<file path="src/rtl/msdap_mem_loader_if.sv">
// msdap_mem_loader_if: S2P input, ALU handshake and memory write ports of the MSDAP loader
interface msdap_mem_loader_if;
   logic        in_valid;
   logic [15:0] in_word;
   logic        alu_busy;
   logic        rj_we;
   logic [3:0]  rj_waddr;
   logic [7:0]  rj_wdata;
   logic        coeff_we;
   logic [8:0]  coeff_waddr;
   logic [15:0] coeff_wdata;
   logic        data_we;
   logic [7:0]  data_waddr;
   logic [15:0] data_wdata;
   logic [7:0]  current_data_addr;
   logic        alu_start;
   logic        run;
   logic        sleep;
   logic        overrun;
   logic        drop_err;
   modport slave (
      input  in_valid, in_word, alu_busy,
      output rj_we, rj_waddr, rj_wdata, coeff_we, coeff_waddr, coeff_wdata,
             data_we, data_waddr, data_wdata, current_data_addr, alu_start,
             run, sleep, overrun, drop_err
   );
   modport master (
      output in_valid, in_word, alu_busy,
      input  rj_we, rj_waddr, rj_wdata, coeff_we, coeff_waddr, coeff_wdata,
             data_we, data_waddr, data_wdata, current_data_addr, alu_start,
             run, sleep, overrun, drop_err
   );
endinterface

</file>
<file path="src/rtl/msdap_mem_loader.sv">
// msdap_mem_loader: fills Rj, coefficient and circular data memories and starts the ALU per sample
module msdap_mem_loader #(
   parameter int ZERO_LIMIT = 800
) (
   input logic               clk,
   input logic               clear_n,
   msdap_mem_loader_if.slave bus
);
   localparam logic [9:0] LIM = 10'(ZERO_LIMIT);
   typedef enum logic [1:0] {S_CLEAR, S_RJ, S_COEFF, S_RUN} state_t;
   state_t      r_state, w_next;
   logic [8:0]  r_cnt;
   logic [7:0]  r_wptr, r_cda;
   logic [9:0]  r_zcnt, w_zcnt;
   logic        w_clr, w_ld_rj, w_ld_co, w_smp;
   logic        r_rj_we, r_coeff_we, r_data_we;
   logic [3:0]  r_rj_waddr;
   logic [7:0]  r_rj_wdata, r_data_waddr;
   logic [8:0]  r_coeff_waddr;
   logic [15:0] r_coeff_wdata, r_data_wdata;
   logic        r_pub, r_go, r_alu_start, r_run, r_overrun, r_drop_err;

   assign bus.rj_we             = r_rj_we;
   assign bus.rj_waddr          = r_rj_waddr;
   assign bus.rj_wdata          = r_rj_wdata;
   assign bus.coeff_we          = r_coeff_we;
   assign bus.coeff_waddr       = r_coeff_waddr;
   assign bus.coeff_wdata       = r_coeff_wdata;
   assign bus.data_we           = r_data_we;
   assign bus.data_waddr        = r_data_waddr;
   assign bus.data_wdata        = r_data_wdata;
   assign bus.current_data_addr = r_cda;
   assign bus.alu_start         = r_alu_start;
   assign bus.run               = r_run;
   assign bus.sleep             = r_zcnt == LIM;
   assign bus.overrun           = r_overrun;
   assign bus.drop_err          = r_drop_err;

   // state register
   always_ff @(posedge clk or negedge clear_n) begin
      if (!clear_n) r_state <= S_CLEAR;
      else          r_state <= w_next;
   end

   // next state: each phase ends on its last index, RUN is terminal
   always_comb begin
      w_next = r_state;
      case (r_state)
         S_CLEAR: if (r_cnt == 9'd255) w_next = S_RJ;
         S_RJ:    if (bus.in_valid && r_cnt == 9'd15) w_next = S_COEFF;
         S_COEFF: if (bus.in_valid && r_cnt == 9'd511) w_next = S_RUN;
         default: w_next = S_RUN;
      endcase
   end

   // phase strobes and the zero-run count this word would produce
   always_comb begin
      w_clr   = r_state == S_CLEAR;
      w_ld_rj = r_state == S_RJ && bus.in_valid;
      w_ld_co = r_state == S_COEFF && bus.in_valid;
      w_smp   = r_state == S_RUN && bus.in_valid;
      w_zcnt  = bus.in_word != 16'd0 ? 10'd0 : r_zcnt == LIM ? r_zcnt : r_zcnt + 10'd1;
   end

   // phase index counter, restarted at every state change
   always_ff @(posedge clk or negedge clear_n) begin
      if (!clear_n)                          r_cnt <= 9'd0;
      else if (w_next != r_state)            r_cnt <= 9'd0;
      else if (w_clr || w_ld_rj || w_ld_co)  r_cnt <= r_cnt + 9'd1;
   end

   // memory write ports: one-cycle enable with registered address and data
   always_ff @(posedge clk or negedge clear_n) begin
      if (!clear_n) begin
         r_rj_we       <= 1'b0;
         r_coeff_we    <= 1'b0;
         r_data_we     <= 1'b0;
         r_rj_waddr    <= 4'd0;
         r_rj_wdata    <= 8'd0;
         r_coeff_waddr <= 9'd0;
         r_coeff_wdata <= 16'd0;
         r_data_waddr  <= 8'd0;
         r_data_wdata  <= 16'd0;
      end else begin
         r_rj_we    <= w_ld_rj;
         r_coeff_we <= w_ld_co;
         r_data_we  <= w_clr || w_smp;
         if (w_ld_rj) begin
            r_rj_waddr <= r_cnt[3:0];
            r_rj_wdata <= bus.in_word[7:0];
         end
         if (w_ld_co) begin
            r_coeff_waddr <= r_cnt;
            r_coeff_wdata <= bus.in_word;
         end
         if (w_clr || w_smp) begin
            r_data_waddr <= w_clr ? r_cnt[7:0] : r_wptr;
            r_data_wdata <= w_clr ? 16'd0 : bus.in_word;
         end
      end
   end

   // sample bookkeeping: publish address and ALU start one cycle after the write lands
   always_ff @(posedge clk or negedge clear_n) begin
      if (!clear_n) begin
         r_wptr      <= 8'd0;
         r_zcnt      <= 10'd0;
         r_pub       <= 1'b0;
         r_go        <= 1'b0;
         r_cda       <= 8'd0;
         r_alu_start <= 1'b0;
         r_run       <= 1'b0;
         r_overrun   <= 1'b0;
         r_drop_err  <= 1'b0;
      end else begin
         if (w_smp) begin
            r_wptr <= r_wptr + 8'd1;
            r_zcnt <= w_zcnt;
         end
         r_pub       <= w_smp;
         r_go        <= w_smp && !bus.alu_busy && w_zcnt != LIM;
         r_cda       <= r_pub ? r_data_waddr : r_cda;
         r_alu_start <= r_go;
         r_run       <= w_next == S_RUN;
         r_overrun   <= r_overrun || (w_smp && bus.alu_busy);
         r_drop_err  <= r_drop_err || (w_clr && bus.in_valid);
      end
   end
endmodule

</file>
<file path="src/flat_wrapper.sv">
// flat-port wrapper written by rule: the top's interface ports become plain ports
module msdap_mem_loader_flat 
#(
   parameter int ZERO_LIMIT = 800
)
  (clk, clear_n, bus_in_valid, bus_in_word, bus_alu_busy, bus_rj_we, bus_rj_waddr, bus_rj_wdata, bus_coeff_we, bus_coeff_waddr, bus_coeff_wdata, bus_data_we, bus_data_waddr, bus_data_wdata, bus_current_data_addr, bus_alu_start, bus_run, bus_sleep, bus_overrun, bus_drop_err);
  msdap_mem_loader_if bus_i ();
  input logic clk;
  input logic clear_n;
  input wire logic [$bits(bus_i.in_valid)-1:0] bus_in_valid;
  input wire logic [$bits(bus_i.in_word)-1:0] bus_in_word;
  input wire logic [$bits(bus_i.alu_busy)-1:0] bus_alu_busy;
  output wire logic [$bits(bus_i.rj_we)-1:0] bus_rj_we;
  output wire logic [$bits(bus_i.rj_waddr)-1:0] bus_rj_waddr;
  output wire logic [$bits(bus_i.rj_wdata)-1:0] bus_rj_wdata;
  output wire logic [$bits(bus_i.coeff_we)-1:0] bus_coeff_we;
  output wire logic [$bits(bus_i.coeff_waddr)-1:0] bus_coeff_waddr;
  output wire logic [$bits(bus_i.coeff_wdata)-1:0] bus_coeff_wdata;
  output wire logic [$bits(bus_i.data_we)-1:0] bus_data_we;
  output wire logic [$bits(bus_i.data_waddr)-1:0] bus_data_waddr;
  output wire logic [$bits(bus_i.data_wdata)-1:0] bus_data_wdata;
  output wire logic [$bits(bus_i.current_data_addr)-1:0] bus_current_data_addr;
  output wire logic [$bits(bus_i.alu_start)-1:0] bus_alu_start;
  output wire logic [$bits(bus_i.run)-1:0] bus_run;
  output wire logic [$bits(bus_i.sleep)-1:0] bus_sleep;
  output wire logic [$bits(bus_i.overrun)-1:0] bus_overrun;
  output wire logic [$bits(bus_i.drop_err)-1:0] bus_drop_err;
  assign bus_i.in_valid = bus_in_valid;
  assign bus_i.in_word = bus_in_word;
  assign bus_i.alu_busy = bus_alu_busy;
  assign bus_rj_we = bus_i.rj_we;
  assign bus_rj_waddr = bus_i.rj_waddr;
  assign bus_rj_wdata = bus_i.rj_wdata;
  assign bus_coeff_we = bus_i.coeff_we;
  assign bus_coeff_waddr = bus_i.coeff_waddr;
  assign bus_coeff_wdata = bus_i.coeff_wdata;
  assign bus_data_we = bus_i.data_we;
  assign bus_data_waddr = bus_i.data_waddr;
  assign bus_data_wdata = bus_i.data_wdata;
  assign bus_current_data_addr = bus_i.current_data_addr;
  assign bus_alu_start = bus_i.alu_start;
  assign bus_run = bus_i.run;
  assign bus_sleep = bus_i.sleep;
  assign bus_overrun = bus_i.overrun;
  assign bus_drop_err = bus_i.drop_err;
  msdap_mem_loader #(.ZERO_LIMIT(ZERO_LIMIT)) u_core (.clk(clk), .clear_n(clear_n), .bus(bus_i));
endmodule
</file>
<file path="config.mk">
export PLATFORM = sky130hd
export DESIGN_NAME = msdap_mem_loader_flat
export DESIGN_NICKNAME = d
export VERILOG_FILES = /design/src/rtl/msdap_mem_loader_if.sv /design/src/rtl/msdap_mem_loader.sv /design/src/flat_wrapper.sv
export SDC_FILE = /design/constraint.sdc
export NUM_CORES = 1
export LEC_CHECK = 0
export ABC_AREA = 1
export CAP_MARGIN = 10
export CORE_ASPECT_RATIO = 0.7
export CORE_MARGIN = 4
export CORE_UTILIZATION = 45
export DETAILED_ROUTE_END_ITERATION = 8
export HOLD_SLACK_MARGIN = 0.1
export PLACE_DENSITY = 0.76
export SYNTH_ARGS = -nofsm -noshare
export SYNTH_HDL_FRONTEND = slang
export SYNTH_SLANG_ARGS = --single-unit
</file>
<file path="constraint.sdc">
create_clock -name clk -period 2.5 [get_ports clk]
set_clock_uncertainty 0.05 [all_clocks]
set_input_delay 0.25 -clock clk [delete_from_list [all_inputs] [get_ports clk]]
set_output_delay 0.25 -clock clk [all_outputs]
set_load 0.01 [all_outputs]
</file>
==> metrics.csv <==
metric,value,unit
die_area,0.0120,sq mm
grt_max_degree,54,
ctsResizeCount,0,
timing.rr.start,u_core.r_cnt[1],
coreArea,0.00983,sq mm
maxClockFrequency,0.443,GHz
min_from,u_core.r_go,
irDropWorstVdd,0.592,mV
die_x,129,microns
criticalPathCategory,reg2out,
hold_violations,0,
synth_edf_count,0,
drt_iter0_drc,378,
cp_max_fo,5,
netlist_area,0.00461,sq mm
synthArstFlopShare,100,%
worst_slew_margin_rel,54.5,%
power.total,6.86,mW
drt-wirelength-per-cell,15.3,microns
hpwl,8.34,mm
grt.met2_usage,30.6,%
numCtsBuffers,9,
wirelength,11.3,mm
overflow,0,
grt_pass1_vias,3706,
leakagePower,2.83,nW
clk_pin_slew,0.07,ns
final_common_cell,nand2_1,
worst_skew_pair.late_latency,0.34,ns
grt_util_met1,28.4,%
grt_use_met3,5.65,%
drt.antenna.violating_nets,0,
synth_top_area_cell,dfrtp_1,
min_period,2.26,ns
synthFlopType,dfrtp_1,
cts_root_buf,clkbuf_16,
utilization,61.3,%
syn_nets,533,
top_usage_layer,met2,
ys_seq_area_share,58.0,%
timing.hold.worst.class,reg2reg,
vias_per_cell,5.14,
layout_common_cells,"nand2_1 (139), dfrtp_1 (107), clkdlybuf4s50_1 (95)",
cap_violations,0,
cts_sinks,107,
port-buffer-count,96,
antenna_found_initial,0,
cp-end-kind,output pin,
cts-hold-fix-buffers,1,
cts_setup_buffers,0,
layout-drive-gt1-share,7.86,%
rows,30,
crit_arrival,1.96,ns
status,"complete, no violations",
critPathLaunchType,register,
grt_pass1_wl,18.8,mm
clk_path_buf_depth,2,
finalCritPeriodShare,90.3,%
synth.distinct_cells,33,
synth_area_leaders,"dfrtp_1 (58%), nand2_1 (11%), o21ai_0 (5.7%)",
setup_tns,0,ns
netlist.area_leader.share,58.0,%
start_util,46.9,%
drc,0,
drv_slew,0,
finalNetCount,632,
path_cells,inv_1 -> ha_1 -> nand2_1 -> nor2_1 -> nand3_1 -> inv_1 -> clkdlybuf4s50_1,
rsz0062_at_grt,false,
cts_tree,done,
vias,3798,
synth_warnings,0,
startpoint,u_core.r_zcnt[0],
cp_top_family,buffers and inverters,
die_h,92.7,microns
track_usage,20.0,%
setup_viol,0,
powerDensity,1140,mW/mm^2
syn-instance-count,507,
crit_required,2.20,ns
drt-pass1-iter-count,5,
area_growth,30.8,%
syn_area_per_cell,9.10,sq um
cp_slowest_cell,clkdlybuf4s50_1,
ctsHtreeMaxLevel,3,
tightest_slew,0.682,ns
place.gp.congestion,0.898,
max_stage_delay,0.52,ns
ys_seq_elements,107,
io_pins,97,
crit_top_cell,inv_1,
crit_buf_inv,3,
diodes,0,
-- cell type report --
cell class	instances	area [sq um]
flip-flops and latches	107	2680
multi-input cells	322	1630
inverters	63	236
well taps	128	160
repair buffers	103	1010
clock buffers	11	253
fillers	807	3800
clock inverters	5	61.3
-- power breakdown --
| part | total [mW] | leakage [nW] | internal (mW) | switching (mW) |
|---|---|---|---|---|
| Clock | 1.45 | 0.144 | 0.833 | 0.621 |
| Sequential | 2.80 | 1.38 | 2.35 | 0.443 |
| Combinational | 2.61 | 1.30 | 1.31 | 1.30 |
-- registers in the layout, indices dropped and copies added, names as in the netlist, 2 cells and up --
| signal | flops |
|---|---|
| u_core.bus.data_wdata | 16 |
| u_core.bus.rj_waddr | 4 |
| u_core.r_wptr | 8 |
| u_core.bus.rj_wdata | 8 |
| u_core.bus.data_waddr | 8 |
| u_core.bus.current_data_addr | 8 |
| u_core.r_zcnt | 10 |
| u_core.bus.coeff_wdata | 16 |
| u_core.r_cnt | 9 |
| u_core.bus.coeff_waddr | 9 |
| u_core.r_state | 2 |
-- metrics by stage --
step           cell area, sq um  setup slack (ns)  cells  hold WS (ns)
3_3_place_gp               5710             0.346    722         0.280
6_report                   6030             0.243    739         0.312
2_1_floorplan              4610             0.726    507       -0.0956
4_1_cts                    6030             0.221    739         0.317
5_1_grt                    6030            0.0814    739         0.328
3_5_place_dp               5710             0.220    722         0.300
-- metal layers --
| layer | part of all wire, % | routed length (microns) | vias to the layer above |
|---|---|---|---|
| met5 | 0 | 0 | - |
| met3 | 7.1 | 805 | 6 |
| li1 | - | - | 1822 |
| met4 | 0.56 | 63 | 0 |
| met2 | 47 | 5290 | 136 |
| met1 | 46 | 5170 | 1834 |
-- synthesized netlist by cell type (3+ instances only) --
| master | number |
|---|---|
| nand4_1 | 6 |
| nand3b_1 | 3 |
| a21oi_1 | 4 |
| o221ai_1 | 5 |
| xor2_1 | 9 |
| buf_2 | 3 |
| dfrtp_1 | 107 |
| inv_1 | 55 |
| mux2_2 | 7 |
| clkbuf_1 | 11 |
| nor2_1 | 32 |
| o21ai_0 | 53 |
| nand2_1 | 139 |
| nor3_1 | 4 |
| o21ai_1 | 18 |
| inv_2 | 8 |
| nand3_1 | 17 |
| ha_1 | 6 |
-- cells by family (layout without fill, tap and decap cells) --
group	count (synthesis)	in the layout	synth area share, %
xor+xnor	9	9	1.71
mux	7	7	1.71
compound gates	88	88	10.3
flops	107	107	58.0
buf+inv	78	182	6.59
fa+ha+maj	6	6	1.63
simple gates	212	212	20.0
-- path summary, 6_finish.rpt --
| path | to | depth (start not counted) | slack (ns) |
|---|---|---|---|
| worst max-delay path | bus_sleep | 7 | 0.24 |
| worst min-delay path | u_core.bus.alu_start | 0 | 0.31 |
| worst max register to register | u_core.r_cnt[8] | 15 | 0.37 |
| worst min register to register | u_core.bus.alu_start | 0 | 0.31 |
| max in group asynchronous | u_core.bus.coeff_wdata[6] | 3 | 1.22 |
| min in group asynchronous | u_core.r_zcnt[8] | 2 | 0.43 |
Note: power is estimated with default switching activity, not from simulation.
